==> config.mk <==
export PLATFORM = sky130hd
export DESIGN_NAME = mem_stage_ctrl
export DESIGN_NICKNAME = d
export VERILOG_FILES = /design/src/rtl/wisc_pkg.sv /design/src/rtl/mem_rd_buf.sv /design/src/rtl/mem_stage_ctrl.sv
export SDC_FILE = /design/constraint.sdc
export NUM_CORES = 1
export LEC_CHECK = 0
export CORE_MARGIN = 4
export CORE_UTILIZATION = 43
export DETAILED_ROUTE_END_ITERATION = 6
export GPL_TIMING_DRIVEN = 0
export HOLD_SLACK_MARGIN = 0.03
export PLACE_DENSITY = 0.79
export SLEW_MARGIN = 25
export SYNTH_ARGS = -nofsm -noshare
export SYNTH_HDL_FRONTEND = slang
export SYNTH_SLANG_ARGS = --single-unit
export TNS_END_PERCENT = 1
==> constraint.sdc <==
create_clock -name clk -period 2.5 [get_ports clk]
set_input_delay 0.375 -clock clk [delete_from_list [all_inputs] [get_ports clk]]
set_output_delay 0.375 -clock clk [all_outputs]
set_load 0.01 [all_outputs]
==> src/rtl/wisc_pkg.sv <==
// Shared types and default widths for the memory-stage access controller.
// Holds the controller FSM encoding and the default address/data/timeout values.
package wisc_pkg;

  localparam int ADDR_W_DEF  = 16;
  localparam int DATA_W_DEF  = 16;
  localparam int TIMEOUT_DEF = 255;

  typedef enum logic [1:0] {
    IDLE = 2'd0,
    REQ  = 2'd1,
    WAIT = 2'd2,
    DONE = 2'd3
  } mem_state_e;

endpackage

==> src/rtl/mem_rd_buf.sv <==
// One-entry read buffer: remembers the last word read from data memory so a
// repeat load of the same address can complete without a memory transaction.
module mem_rd_buf #(
  parameter int ADDR_W = 16,
  parameter int DATA_W = 16
) (
  input  logic              clk,
  input  logic              rst,
  input  logic [ADDR_W-1:0] lookup_addr,
  output logic              hit,
  input  logic              ld_en,
  input  logic [ADDR_W-1:0] ld_addr,
  input  logic [DATA_W-1:0] ld_data,
  input  logic              wr_en,
  input  logic [ADDR_W-1:0] wr_addr,
  input  logic [DATA_W-1:0] wr_data,
  input  logic              inv,
  output logic [DATA_W-1:0] buf_data
);

  logic              buf_valid;
  logic [ADDR_W-1:0] buf_addr;

  assign hit = buf_valid && (lookup_addr == buf_addr);

  // Data is reset as well because it drives the rdata output directly.
  always_ff @(posedge clk or negedge rst) begin
    if (!rst) begin
      buf_valid <= 1'b0;
      buf_addr  <= '0;
      buf_data  <= '0;
    end else if (inv) begin
      buf_valid <= 1'b0;
    end else if (ld_en) begin
      buf_valid <= 1'b1;
      buf_addr  <= ld_addr;
      buf_data  <= ld_data;
    end else if (wr_en && buf_valid && (wr_addr == buf_addr)) begin
      // Write-through keeps a buffered copy coherent with memory.
      buf_data  <= wr_data;
    end
  end

endmodule

==> src/rtl/mem_stage_ctrl.sv <==
// Memory-stage access controller: turns MemRead/MemWrite into a single
// multi-cycle memory transaction and holds the pipeline until it completes.
module mem_stage_ctrl
  import wisc_pkg::*;
#(
  parameter int ADDR_W  = ADDR_W_DEF,
  parameter int DATA_W  = DATA_W_DEF,
  parameter int TIMEOUT = TIMEOUT_DEF
) (
  input  logic              clk,
  input  logic              rst,
  input  logic              MemRead,
  input  logic              MemWrite,
  input  logic [ADDR_W-1:0] addr,
  input  logic [DATA_W-1:0] wdata,
  output logic [DATA_W-1:0] rdata,
  output logic              stall,
  output logic              err,
  output logic              mem_en,
  output logic              mem_wr,
  output logic [ADDR_W-1:0] mem_addr,
  output logic [DATA_W-1:0] mem_wdata,
  input  logic              mem_ack,
  input  logic [DATA_W-1:0] mem_rdata
);

  localparam int               CNT_W   = $clog2(TIMEOUT + 1);
  localparam logic [CNT_W-1:0] CNT_MAX = CNT_W'(TIMEOUT);

  mem_state_e       state, state_nxt;
  logic [CNT_W-1:0] cnt;
  logic             buf_hit;
  logic             rd_hit;
  logic             start;
  logic             ack_ld;
  logic             ack_wr;
  logic             tmo;

  // A simultaneous read+write request is treated as a write, never as a hit.
  assign rd_hit = MemRead && !MemWrite && buf_hit;

  always_comb begin
    state_nxt = state;
    stall     = 1'b0;
    start     = 1'b0;
    ack_ld    = 1'b0;
    ack_wr    = 1'b0;
    tmo       = 1'b0;
    case (state)
      IDLE: begin
        if ((MemRead || MemWrite) && !rd_hit) begin
          stall     = 1'b1;
          start     = 1'b1;
          state_nxt = REQ;
        end
      end
      REQ: begin
        stall     = 1'b1;
        state_nxt = WAIT;
      end
      WAIT: begin
        stall = 1'b1;
        if (mem_ack) begin
          ack_wr    = mem_wr;
          ack_ld    = !mem_wr;
          state_nxt = DONE;
        end else if (cnt == CNT_MAX) begin
          tmo       = 1'b1;
          state_nxt = DONE;
        end
      end
      DONE: state_nxt = IDLE;
      default: state_nxt = IDLE;
    endcase
  end

  always_ff @(posedge clk or negedge rst) begin
    if (!rst) state <= IDLE;
    else      state <= state_nxt;
  end

  // Request registers double as the memory port: loaded at detect, so they
  // are valid in REQ and hold until the next request.
  always_ff @(posedge clk or negedge rst) begin
    if (!rst) begin
      mem_en    <= 1'b0;
      mem_wr    <= 1'b0;
      mem_addr  <= '0;
      mem_wdata <= '0;
    end else begin
      mem_en <= start;
      if (start) begin
        mem_wr    <= MemWrite;
        mem_addr  <= addr;
        mem_wdata <= wdata;
      end
    end
  end

  // Counter is zero in REQ and counts cycles since mem_en, so it equals the
  // ack latency when the ack arrives.
  always_ff @(posedge clk or negedge rst) begin
    if (!rst) begin
      cnt <= '0;
    end else if (start) begin
      cnt <= '0;
    end else if (((state == REQ) || (state == WAIT)) && (cnt != CNT_MAX)) begin
      cnt <= cnt + 1'b1;
    end
  end

  always_ff @(posedge clk or negedge rst) begin
    if (!rst)                                  err <= 1'b0;
    else if ((start && MemRead && MemWrite) || tmo) err <= 1'b1;
  end

  mem_rd_buf #(
    .ADDR_W (ADDR_W),
    .DATA_W (DATA_W)
  ) u_rd_buf (
    .clk         (clk),
    .rst         (rst),
    .lookup_addr (addr),
    .hit         (buf_hit),
    .ld_en       (ack_ld),
    .ld_addr     (mem_addr),
    .ld_data     (mem_rdata),
    .wr_en       (ack_wr),
    .wr_addr     (mem_addr),
    .wr_data     (mem_wdata),
    .inv         (tmo),
    .buf_data    (rdata)
  );

endmodule

==> results.sh, run 1 <==
export IMPL_drive_above_1_share_pct=14.2
export IMPL_fin_area_sq_um=5190
export IMPL_coreArea_sq_um=8300
export IMPL_grt_max_degree=44
export IMPL_final_fill_count=686
export IMPL_rsz0062_at_grt="yes"
export IMPL_grt_pass1_vias=3312
export IMPL_synth_edf_count=0
export IMPL_ys_seq_area_share_pct=52.8
export IMPL_grt_pass1_wl_microns=16600
export IMPL_antenna_found_initial=0
export IMPL_clock_sinks=78
export IMPL_pwr_share_seq_pct=38.4
export IMPL_crit_buf_inv=3
export IMPL_hold_path_depth=2
export IMPL_cts_tree="done"
export IMPL_place_congestion=0.793
export IMPL_min_from="addr[4]"
export IMPL_ys_warn_count=0
export IMPL_drc=0
export IMPL_ys_ff_latch=78
export IMPL_cp_common_cell="nor2_1"
export IMPL_crit_arrival_ns=2.05
export IMPL_critPathKind="in -> out"
export IMPL_finish_utilization_pct=62.6
export IMPL_crit_slowest_cell="clkdlybuf4s50_1"
export IMPL_max_vdd_ir_drop_mv=0.597
export IMPL_grtUsageTotal_pct=20.9
export IMPL_place_area_sq_um=4890
export IMPL_sw_frac_of_total_pct=37.6
export IMPL_ant_nets=0
export IMPL_drtIter0Drc=112
export IMPL_area_growth_pct=40.4
export IMPL_htreeDepth=3
export IMPL_cts_root_buffer="clkbuf_8"
export IMPL_die_y_microns=101
export IMPL_clock_skew_ns=0.00901
export IMPL_hold_violations=0
export IMPL_dieWidth_microns=101
export IMPL_synth_flop_cell="dfrtp_1"
export IMPL_cp_startpoint="addr[11]"
export IMPL_cap_viol_max_count=0
export IMPL_power_switching_w=0.00232
export IMPL_die_area_sq_um=10200
export IMPL_grt_overflow=0
export IMPL_insertion_delay_ns=0.34
export IMPL_reg2regPathDepth=7
export IMPL_io_pins=105
export IMPL_synth_most_common_cell="dfrtp_1"
export IMPL_synth_top_cells_by_count="78 x dfrtp_1, 56 x nand2_1, 28 x mux2_2, 20 x a21oi_1, 20 x xor2_1"
export IMPL_routed_wl_microns=9980
export IMPL_path_cells="clkdlybuf4s50_1, xnor2_1, nand4_1, nor3_4, a31oi_4, clkbuf_8, nor2_1, nor2_1, clkdlybuf4s15_2"
export IMPL_num_rows=33
export IMPL_drtPass1Iterations=4
export IMPL_r2r_setup_slack_ns=0.19
export IMPL_cts_max_path_buffers=2
export IMPL_synth_top_area_share_pct=52.8
export IMPL_outcome="completed"
export IMPL_synthesis_nets=410
export IMPL_max_slew_margin_pct=66.9
export IMPL_start_util_pct=44.6
export IMPL_cts_buffers=9
export IMPL_synth_area_leader_cell="dfrtp_1"
export IMPL_nets=533
export IMPL_synthArstFlopShare_pct=100
export IMPL_post_drt_wl_per_cell_microns=17.1
export IMPL_synthCells=352
export IMPL_fin_crit_sh_pct=96.9
export IMPL_powerDensity_nw_per_um2=1190
export IMPL_setup_viol=0
export IMPL_clk_pin_slew_ns=0.07
export IMPL_max_freq_mhz=413
export IMPL_clkPwrFrac_pct=13.0
export IMPL_combPwrFrac_pct=48.6
export IMPL_synthTopCellsByArea="dfrtp_1 53%, mux2_2 8.5%, nand2_1 5.7%"
export IMPL_p_int_w=0.00385
export IMPL_dp_hpwl_microns=7300
export IMPL_synth_area_per_cell_sq_um=10.5
export IMPL_antenna_cells=0
export IMPL_final_max_slew_viol_count=0
export IMPL_cp_slowest_stage_delay_ns=0.53
export IMPL_power_w=0.00617
export IMPL_dr_total_vias=3147
export IMPL_cp_start_kind="input port"
export IMPL_viasPerCell=5.40
export IMPL_io_buffers=104
export IMPL_path_delay_family="buffers and inverters"
export IMPL_r2r_start="u_rd_buf.buf_addr[11]$_DFFE_PN0P_"
export IMPL_tightest_slew_ns=0.497
export IMPL_min_period_ns=2.42
export IMPL_critical_path_max_fanout=2
export IMPL_p_leak_nw=2.24
export IMPL_hold_worst_slack_ns=0.339
export IMPL_crit_reg2reg_capture="u_rd_buf.buf_data[10]$_DFFE_PN0P_"
export IMPL_syn_cell_area_sq_um=3700
export IMPL_min_to="mem_addr[4]$_DFFE_PN0P_"
export IMPL_cp_end_kind="primary output"
export IMPL_worstPathRequired_ns=2.12
export IMPL_yosysUniqueCellTypes=32
export IMPL_hold_path_class="in -> reg"
-- per-stage QoR --
step,instances,setup slack (ns),TNS [ns]
2_1_floorplan,352,0.493,0
3_3_place_gp,561,-1.67,-136.04
3_5_place_dp,562,-0.797,-6.89
4_1_cts,581,0.00461,0
5_1_grt,583,-0.0468,-0.0468
6_report,583,0.0776,0
-- layout by cell type (no fill, tap or decap), types with 10 or more instances in the layout --
cell type	count
a21oi_1	20
clkbuf_8	11
nor2_1	10
clkdlybuf4s50_1	92
clkbuf_1	12
dfrtp_1	78
o21ai_0	15
mux2_2	28
nand2_1	56
xnor2_1	14
o21ai_1	10
xor2_1	20
or4_1	16
o22ai_1	16
-- area by class of cell --
cell class	instances	area, sq um	area share [%]
Buffer	17	81.3	1.57
Clock buffer	12	145	2.79
Clock inverter	2	10.0	0.193
Inverter	5	18.8	0.361
Multi-Input combinational cell	252	1730	33.2
Sequential cell	78	1950	37.6
Tap cell	105	131	2.53
Timing Repair Buffer	112	1130	21.7
-- worst reg2reg max path: cells and delay by family (launching register included) --
family,cells,cell delay [ns]
AND/OR/NAND/NOR,3,1.09
flip-flops,1,0.43
buffers and inverters,1,0.27
AO/OA/AOI/OAI,2,0.21
XOR/XNOR,1,0.19
-- power by group through the flow --
stage / Sequential [W] / Clock, W / Combinational, W
floorplan: 0.00247 / 0 / 0.00139
global placement: 0.00236 / 0 / 0.00280
detailed placement: 0.00239 / 0 / 0.00288
CTS: 0.00237 / 0.000826 / 0.00297
global route: 0.00247 / 0.000875 / 0.00330
finish: 0.00237 / 0.000800 / 0.00300
-- repair_timing --
item / CTS / global route
endpoints found under the hold margin: 35 / 0
endpoints found under the setup margin: 1 / 21
gates resized for setup: 13 / 17
buffers inserted: 4 / 2
hold buffers: 1 / 0
pin swaps: 5 / 5
-- cells by family (layout without fill, tap and decap cells) --
group           Yosys count  after routing  synth area share (%)
compound gates           67             67                  9.91
xor+xnor                 35             35                  8.29
fa+ha+maj                 5              5                  1.69
buf+inv                  22            148                  2.40
flops                    78             78                  52.8
mux                      33             33                  10.0
simple gates            112            112                  14.9
-- state kept, by name (all words and copies together) (netlist names), 2 cells and up --
| register | cells |
|---|---|
| mem_wdata | 16 |
| u_rd_buf.buf_data | 16 |
| u_rd_buf.buf_addr | 16 |
| mem_addr | 16 |
| state | 2 |
| cnt | 8 |
-- metal layers --
metal  wire (microns)  GRT usage [%]  up-vias
met3              634           4.78       18
met1             4400           28.3     1536
met2             4770           33.0      104
met4              170           7.25        0
met5                0              0        -
li1                 -              -     1489
-- how the worst max path moves through the flow --
stage / endpoint / slack (ns) / cells past startpoint
CTS: stall / 0.005 / 8
finish: stall / 0.08 / 9
floorplan: stall / 0.49 / 7
global placement: mem_wdata[6]$_DFFE_PN0P_ / -1.67 / 1
global route: stall / -0.05 / 8
detailed placement: stall / -0.80 / 9
Note: power is estimated with default switching activity, not from simulation.
==> run 2: changes to the inputs <==
--- a/config.mk
+++ b/config.mk
@@ -8,9 +8,11 @@
 export CORE_MARGIN = 4
 export CORE_UTILIZATION = 43
 export DETAILED_ROUTE_END_ITERATION = 6
+export GPL_ROUTABILITY_DRIVEN = 0
 export GPL_TIMING_DRIVEN = 0
 export HOLD_SLACK_MARGIN = 0.03
 export PLACE_DENSITY = 0.79
+export SETUP_SLACK_MARGIN = 0.5
 export SLEW_MARGIN = 25
 export SYNTH_ARGS = -nofsm -noshare
 export SYNTH_HDL_FRONTEND = slang
==> run 2 against run 1 <==
Clock power fell by 3.9%. Wire length is 1.9% lower. Highest routed layer unchanged. Clock skew shrank 0.0012 ns. Critical endpoint unchanged. Combinational power about the same. Final area is 0.26% lower.
==> results.sh, run 2 (synthesis gave the netlist of run 1 again) <==
export IMPL_outcome="completed"
export IMPL_post_drt_wl_per_cell_microns=16.8
export IMPL_powerDensity_nw_per_um2=1190
export IMPL_power_w=0.00614
export IMPL_final_cells=584
export IMPL_cp_start_kind="input port"
export IMPL_grt_max_degree=41
export IMPL_grt_pass1_vias=3216
export IMPL_sw_frac_of_total_pct=37.6
export IMPL_drc=0
export IMPL_tightest_slew_ns=0.528
export IMPL_num_rows=33
export IMPL_p_int_w=0.00383
export IMPL_max_slew_margin_pct=64.8
export IMPL_clock_skew_ns=0.00781
export IMPL_cts_buffers=9
export IMPL_coreArea_sq_um=8300
export IMPL_dp_cells=562
export IMPL_clock_sinks=78
export IMPL_routed_wl_microns=9790
export IMPL_drtPass1Iterations=4
export IMPL_p_leak_nw=2.23
export IMPL_drtIter0Drc=99
export IMPL_dieWidth_microns=101
export IMPL_grt_pass1_wl_microns=16200
export IMPL_final_fill_count=697
export IMPL_dp_hpwl_microns=7150
export IMPL_final_cell_mix="90 x clkdlybuf4s50_1, 78 x dfrtp_1, 56 x nand2_1, 28 x mux2_2"
export IMPL_ant_nets=0
export IMPL_fin_crit_sh_pct=92.2
export IMPL_combPwrFrac_pct=49.2
export IMPL_cts_root_buffer="clkbuf_8"
export IMPL_area_growth_pct=40.0
export IMPL_crit_arrival_ns=1.93
export IMPL_path_cells="clkdlybuf4s50_1, xnor2_1, nand3_1, nor3_4, a31oi_4, clkbuf_8, nor2_4, nor2_2, buf_2"
export IMPL_cap_viol_max_count=0
export IMPL_cts_max_path_buffers=2
export IMPL_crit_slowest_cell="clkdlybuf4s50_1"
export IMPL_max_vdd_ir_drop_mv=0.558
export IMPL_hold_path_class="in -> reg"
export IMPL_drive_above_1_share_pct=14.8
export IMPL_hold_violations=0
export IMPL_cp_slowest_stage_delay_ns=0.50
export IMPL_die_y_microns=101
export IMPL_rsz0062_at_grt="yes"
export IMPL_pwr_share_seq_pct=38.3
export IMPL_antenna_found_initial=0
export IMPL_dr_total_vias=3135
export IMPL_viasPerCell=5.37
export IMPL_critical_path_max_fanout=2
export IMPL_grtUsageTotal_pct=20.2
export IMPL_cts_tree="done"
export IMPL_io_buffers=104
export IMPL_start_util_pct=44.6
export IMPL_htreeDepth=3
export IMPL_setup_viol=0
export IMPL_clkPwrFrac_pct=12.5
export IMPL_fin_area_sq_um=5180
export IMPL_die_area_sq_um=10200
export IMPL_final_max_slew_viol_count=0
export IMPL_grt_overflow=0
export IMPL_power_switching_w=0.00231
export IMPL_finish_utilization_pct=62.4
export IMPL_critPathKind="in -> out"
export IMPL_worstPathRequired_ns=2.12
export IMPL_antenna_cells=0
export IMPL_layout_commonest_cell="clkdlybuf4s50_1"
export IMPL_r2r_setup_slack_ns=0.23
export IMPL_clk_pin_slew_ns=0.08
export IMPL_io_pins=105
export IMPL_cp_end_kind="primary output"
export IMPL_place_area_sq_um=4890
export IMPL_nets=535
export IMPL_min_period_ns=2.30
export IMPL_max_freq_mhz=434
export IMPL_insertion_delay_ns=0.35
[run 2: cell types whose count changed in the layout (fill, tap and decap cells not counted), moves of 2 or more]
cell and delta:
clkdlybuf4s50_1 -2, nor2_1 -2, buf_4 +2, nor4_1 +2, dlymetal6s2s_1 -2, nor4_2 -2
dlygate4sd2_1 +4
[run 2: layer usage]
metal	vias up	GRT usage, %	part of all wire, %
li1	1488	-	-
met1	1532	26.1	42
met2	103	33.0	49
met3	12	6.02	7.5
met4	0	6.11	1.5
met5	-	0	0
[run 2: final cells by class]
| type | instances | area, sq um | share of cell area (%) |
|---|---|---|---|
| Inverter | 5 | 18.8 | 0.362 |
| Buffer | 17 | 81.3 | 1.57 |
| Clock buffer | 10 | 128 | 2.46 |
| Tap cell | 105 | 131 | 2.54 |
| Sequential cell | 78 | 1950 | 37.7 |
| Timing Repair Buffer | 114 | 1130 | 21.8 |
| Multi-Input combinational cell | 252 | 1730 | 33.3 |
| Clock inverter | 3 | 15.0 | 0.290 |
[run 2: power by group through the flow]
| stage | logic, W | clock network (W) | registers, W |
|---|---|---|---|
| CTS | 0.00299 | 0.000793 | 0.00235 |
| finish | 0.00302 | 0.000769 | 0.00235 |
| detailed placement | 0.00289 | 0 | 0.00238 |
| global placement | 0.00281 | 0 | 0.00235 |
| global route | 0.00331 | 0.000835 | 0.00245 |
| floorplan | 0.00139 | 0 | 0.00247 |
[run 2: what timing repair did]
item / in CTS / in global routing
pin swaps: 7 / 7
endpoints found under the hold margin: 38 / 0
gates resized for setup: 22 / 12
buffers inserted: 5 / 3
hold buffers: 1 / 0
endpoints found under the setup margin: 71 / 68
[run 2: metrics by stage]
stage	setup TNS, ns	hold WS [ns]	setup slack, ns
6_report	0	0.335	0.195
2_1_floorplan	0	0.0794	0.553
3_5_place_dp	-7.92	0.385	-0.734
3_3_place_gp	-137.49	0.500	-1.67
4_1_cts	0	0.408	0.164
5_1_grt	0	0.336	0.0539
[run 2: worst max-delay path, delay by kind of cell]
kind	cells	cell delay, ns
xor gates and xnor gates	1	0.14
AOI/OAI and AO/OA	1	0.12
and+or+nand+nor	4	0.50
buffers and inverters	3	0.79
[run 2: final timing paths]
path,to,startpoint,cells after the start
max in group asynchronous,mem_wdata[15]$_DFFE_PN0P_,rst,3
worst max register to register,u_rd_buf.buf_data[9]$_DFFE_PN0P_,u_rd_buf.buf_addr[12]$_DFFE_PN0P_,8
worst max-delay path,stall,addr[13],9
worst min register to register,mem_wdata[2]$_DFFE_PN0P_,mem_wdata[2]$_DFFE_PN0P_,1
min in group asynchronous,mem_addr[10]$_DFFE_PN0P_,rst,2
worst min-delay path,mem_addr[11]$_DFFE_PN0P_,addr[11],2
==> run 3: changes to the inputs <==
--- a/config.mk
+++ b/config.mk
@@ -7,6 +7,7 @@
 export LEC_CHECK = 0
 export CORE_MARGIN = 4
 export CORE_UTILIZATION = 43
+export CTS_CLUSTER_DIAMETER = 100
 export DETAILED_ROUTE_END_ITERATION = 6
 export GPL_ROUTABILITY_DRIVEN = 0
 export GPL_TIMING_DRIVEN = 0
==> results of run 3 <==
Same layout as run 2: the final DEF is identical, and so are final timing and power.
